--- src/rtl/expansion_pipe.sv ---
// ---------------------------------------------------------------------------
// expansion_pipe
//
// Multi-lane expansion stage. Each lane widens a 32-bit right-half word into
// 48 bits. Every 6-bit group g is {r[4g+4], r[4g+3:4g], r[4g-1]}, with the bit
// indices wrapping modulo 32. The 48-bit result is optionally XORed with a
// per-lane subkey. Results travel through a valid/ready pipeline of STAGES
// slots. Empty slots collapse, so a bubble never stalls upstream.
//
// Parameters
//   LANES   number of independent 32-bit channels (1..4)
//   STAGES  register slots between input and output (1..4)
//
// Ports
//   clk         sole clock, rising edge
//   n_rst       synchronous reset, active HIGH (1 = reset)
//   in_valid    input beat present
//   in_ready    block accepts a beat this cycle (never depends on in_valid)
//   re_32bit    LANES x 32 input words, lane k at [32k+31:32k]
//   subkey      LANES x 48 subkeys, lane k at [48k+47:48k]
//   key_mix_en  1 = XOR subkey into the expansion, captured with the beat
//   out_valid   output beat present
//   out_ready   downstream accepts output
//   re_48bit    LANES x 48 results, lane k at [48k+47:48k]; 0 when idle
//   out_parity  per-lane even parity of re_48bit; 0 when idle
//
// Build option
//   EXPANSION_PARITY_EN  when defined, parity is computed at the input and
//                        carried with its beat. Otherwise out_parity is tied
//                        to 0 and no parity registers exist.
// ---------------------------------------------------------------------------
module expansion_pipe #(
  parameter int LANES  = 1,
  parameter int STAGES = 2
) (
  input  logic                  clk,
  input  logic                  n_rst,
  input  logic                  in_valid,
  output logic                  in_ready,
  input  logic [LANES*32-1:0]   re_32bit,
  input  logic [LANES*48-1:0]   subkey,
  input  logic                  key_mix_en,
  output logic                  out_valid,
  input  logic                  out_ready,
  output logic [LANES*48-1:0]   re_48bit,
  output logic [LANES-1:0]      out_parity
);

  localparam int W    = LANES * 48;
  localparam int LAST = STAGES - 1;

  // Expansion permutation for one lane. Group 0 borrows r[31] and group 7
  // borrows r[0], so the word wraps around at both ends.
  function automatic logic [47:0] expand(input logic [31:0] r);
    logic [47:0] e;
    e = '0;
    for (int g = 0; g < 8; g++) begin
      e[6*g +: 6] = {r[(4*g + 4) % 32], r[4*g +: 4], r[(4*g + 31) % 32]};
    end
    return e;
  endfunction

  // Result of the beat on the input, computed before it enters slot 0.
  logic [W-1:0] in_result;

  // NOTE: every always_comb output is assigned a default first, so no path
  // leaves it unassigned and no latch is inferred.
  always_comb begin
    in_result = '0;
    for (int k = 0; k < LANES; k++) begin
      in_result[48*k +: 48] = expand(re_32bit[32*k +: 32])
                              ^ ({48{key_mix_en}} & subkey[48*k +: 48]);
    end
  end

  // Pipeline slot state.
  logic [STAGES-1:0] valid_q;
  logic [STAGES-1:0] load;
  logic [W-1:0]      data_q [STAGES];

  // A slot loads when it is empty or its occupant moves on this cycle.
  // The chain is evaluated from the output back toward the input, so a
  // hole anywhere downstream lets every upstream slot advance.
  always_comb begin
    load       = '0;
    load[LAST] = !valid_q[LAST] || out_ready;
    for (int i = STAGES - 2; i >= 0; i--) begin
      load[i] = !valid_q[i] || load[i + 1];
    end
  end

  // Reset forces both handshakes low, including the first reset cycle
  // before the valid bits have been cleared.
  assign in_ready  = !n_rst && load[0];
  assign out_valid = !n_rst && valid_q[LAST];

  // NOTE: sequential state uses non-blocking assignments only, so each slot
  // reads its upstream neighbour's value from before the edge.
  always_ff @(posedge clk) begin
    if (n_rst) begin
      valid_q <= '0;
    end else begin
      if (load[0]) valid_q[0] <= in_valid;
      for (int i = 1; i < STAGES; i++) begin
        if (load[i]) valid_q[i] <= valid_q[i - 1];
      end
    end
  end

  // NOTE: payload registers are not reset. Only the valid bits carry
  // meaning, and the output mux below hides stale data.
  always_ff @(posedge clk) begin
    if (load[0]) data_q[0] <= in_result;
    for (int i = 1; i < STAGES; i++) begin
      if (load[i]) data_q[i] <= data_q[i - 1];
    end
  end

  assign re_48bit = out_valid ? data_q[LAST] : '0;

`ifdef EXPANSION_PARITY_EN
  logic [LANES-1:0] in_parity;
  logic [LANES-1:0] par_q [STAGES];

  always_comb begin
    in_parity = '0;
    for (int k = 0; k < LANES; k++) begin
      in_parity[k] = ^in_result[48*k +: 48];
    end
  end

  // Parity moves in lockstep with its beat, using the same load enables.
  always_ff @(posedge clk) begin
    if (load[0]) par_q[0] <= in_parity;
    for (int i = 1; i < STAGES; i++) begin
      if (load[i]) par_q[i] <= par_q[i - 1];
    end
  end

  assign out_parity = out_valid ? par_q[LAST] : '0;
`else
  assign out_parity = '0;
`endif

endmodule

--- config.mk ---
export PLATFORM = sky130hd
export DESIGN_NAME = expansion_pipe
export DESIGN_NICKNAME = d
export VERILOG_FILES = /design/src/rtl/expansion_pipe.sv
export SDC_FILE = /design/constraint.sdc
export NUM_CORES = 1
export LEC_CHECK = 0
export CAP_MARGIN = 20
export CORE_ASPECT_RATIO = 1.4
export CORE_UTILIZATION = 49
export CTS_CLUSTER_DIAMETER = 80
export CTS_CLUSTER_SIZE = 20
export DETAILED_ROUTE_END_ITERATION = 8
export PLACE_DENSITY = 0.85
export SETUP_SLACK_MARGIN = 0.2
export SYNTH_ARGS = -nofsm -noshare
export SYNTH_HDL_FRONTEND = slang
export SYNTH_SLANG_ARGS = --single-unit
--- constraint.sdc ---
create_clock -name clk -period 10.4 [get_ports clk]
set_input_delay 2.6 -clock clk [delete_from_list [all_inputs] [get_ports clk]]
set_output_delay 2.6 -clock clk [all_outputs]
set_load 0.01 [all_outputs]
==> results_dict.tcl <==
set metrics [dict create \
    grt_overflow 0 \
    first_pass_iters 4 \
    r2r_cells 2 \
    finalCritPeriodShare 0.6898 \
    worstSetupStartpointType "input pin" \
    pwr-share-comb 0.109 \
    mostFrequentLayoutCell "clkdlybuf4s50_1" \
    slew_violations 0 \
    yosys.area.top_type "edfxtp_1" \
    hold_depth 0 \
    synth.net_count 347 \
    seqCellArea_um2 2923 \
    hold_ws_ns 0.4219 \
    slowest_stage "nor2b_4" \
    status "finished, final reports clean" \
    yosysWarnings 0 \
    htreeDepth 3 \
    peakVddDrop_mv 0.1016 \
    grt_max_degree 50 \
    rr_startpoint "valid_q[1]" \
    critPathMostFrequentCell "clkdlybuf4s50_1" \
    max_stage_delay_ns 0.65 \
    die_y_um 108.4 \
    fp.dieArea_um2 8458 \
    fillers 550 \
    place_congestion 0.7955 \
    synth_top_family_by_area "simple AND/OR/NAND/NOR gates" \
    fmax_mhz 139.4 \
    critPathBufInv 2 \
    synth_cells 262 \
    grt_pass1_vias 2345 \
    r2r_end "data_q[0][31]" \
    crit_arrival_ns 4.57 \
    rows 38 \
    cts_root_buf "clkbuf_8" \
    final_util 0.7081 \
    power_density_nw_per_um2 140.4 \
    leakage_nw 1.998 \
    vias 2316 \
    place_inst 486 \
    hold_class "reg -> reg" \
    synth_cell_types 16 \
    post-cts-setup-buffers 0 \
    layout.cells.non_filler 502 \
    crit_type "in -> out" \
    cp_top_family "buffers and inverters" \
    setup_viol 0 \
    io_buffers 134 \
    ant_nets 0 \
    grt_pass1_wl_um 10740 \
    cts_buffers 9 \
    syn_to_final_growth_pct 39.30 \
    fin_nets 483 \
    min_from "data_q[0][44]" \
    cts_tree "yes" \
    pwr-share-seq 0.638 \
    grtUsageTotal 0.1769 \
    p_sw_frac 0.1975 \
    cts-hold-fix-buffers 0 \
    power.internal_mw 0.6223 \
    switchingPower_mw 0.1532 \
    wl_per_cell_um 13.62 \
    cp-end-kind "output pin" \
    cts_buffer_depth 2 \
    synth_compound_area_frac 0.002525 \
    num_antenna_cells 0 \
    yosysSeqAreaShare 0.7374 \
    die_w_um 78.02 \
    cp.depth 4 \
    hold_end "data_q[0][92]" \
    core_area_um2 7797 \
    drive_gt1_frac 0.03980 \
    finalPower_mw 0.7754 \
    synth.cell_area_um2 3964 \
    fin_skew_ns 0.006873 \
    avgSynthCellArea_um2 15.13 \
    required_ns 7.80 \
    drt-vias-per-instance 4.614 \
    synth_area_leaders "edfxtp_1 (73%), xnor2_1 (11%), and2_1 (7.6%)" \
    dp_hpwl_um 4925 \
    cts.sinks 98 \
    final.setup.tns_ns 0 \
    start_util 0.5083 \
    synth_mux_area_frac 0 \
    path_max_fanout 49 \
    tightest_slew_ns 0.8791 \
    synth_seq_cells 98 \
    synthSimpleGateAreaFrac 0.1297 \
    r2r_slack_ns 9.05 \
    post_cts_resized 0 \
    synth_top_area_share 0.7273 \
    drt-total-wl_um 6835 \
    clk_latency_ns 0.35 \
    finalHoldViolCount 0 \
    crit_chain "clkdlybuf4s50_1 -> nor2b_4 -> and2_1 -> clkdlybuf4s50_1" \
    drtIter0Drc 128 \
    clk_pin_slew_ns 0.07 \
    multi_input_area_um2 950.9 \
    rsz0062_at_grt "no" \
    ios 136 \
    period_minus_slack_ns 7.174 \
    remaining_drc_errors 0 \
    final_cell_mix "clkdlybuf4s50_1 (133), edfxtp_1 (96), and2_1 (48), nand2_1 (48), xnor2_1 (48)" \
    antenna_found_initial 0 \
    synth_xor_area_frac 0.1061 \
    max_cap_viol_count 0 \
    synth_adder_area_share 0 \
    power_frac_clock 0.253 \
    relSlewSlack 0.4139 \
]
per-stage QoR:
stage                     setup slack, ns  instance area (um^2)
final                               3.226                  5522
after global routing                3.062                  5522
after CTS                           3.188                  5502
after detailed placement            3.202                  5350
after global placement              3.248                  5350
after floorplan                     3.462                  3964
synth_stat cells (all sizes together):
cell type / count
edfxtp: 96
and2: 48
nand2: 48
xnor2: 48
buf: 9
a21oi: 2
clkbuf: 2
dfxtp: 2
inv: 2
nor2b: 2
conb: 1
nand2b: 1
nand3b: 1
worst reg2reg max path: stages, from the launching register on:
cell      delay, ns
dfxtp_1        0.34
nand3b_1       0.11
buf_4          0.51
logic make-up (layout without fill, tap and decap cells):
family | Yosys count | after routing
AOI/OAI and AO/OA | 2 | 2
xor gates and xnor gates | 48 | 48
buffers and inverters | 13 | 153
DFF | 98 | 98
other | 1 | 1
and+or+nand+nor | 100 | 100
power groups by stage:
| stage | logic, mW | registers [mW] | clock network, mW |
|---|---|---|---|
| 2_1_floorplan | 0.0361 | 0.500 | 0 |
| 3_3_place_gp | 0.0818 | 0.502 | 0 |
| 3_5_place_dp | 0.0847 | 0.505 | 0 |
| 4_1_cts | 0.0851 | 0.496 | 0.203 |
| 5_1_grt | 0.0917 | 0.499 | 0.218 |
| 6_report | 0.0845 | 0.494 | 0.196 |
metal layers:
metal,GRT usage,up-vias,share of wire
li1,-,1149,-
met1,0.1742,1072,0.36
met2,0.3319,85,0.57
met3,0.05401,10,0.045
met4,0.08862,0,0.025
met5,0,-,0
sequential cells by signal, indices dropped and copies added (netlist names):
register and cells:
valid_q 2, data_q 96
how the worst max path moves through the flow:
stage / from / endpoint / slack [ns]
finish: n_rst / re_48bit[4] / 3.23
floorplan: out_ready / in_ready / 3.46
detailed placement: n_rst / re_48bit[18] / 3.20
CTS: n_rst / re_48bit[18] / 3.19
global placement: n_rst / re_48bit[13] / 3.25
global route: n_rst / re_48bit[33] / 3.06
final cells by class:
type                    count  share of cell area
well taps                 100             0.02266
repair buffers            136              0.2470
multi-input cells         151              0.1722
clock inverters             4            0.003626
flip-flops and latches     98              0.5293
inverters                   2            0.001360
clock buffers              11             0.02379
Note: power is estimated with default switching activity, not from simulation.
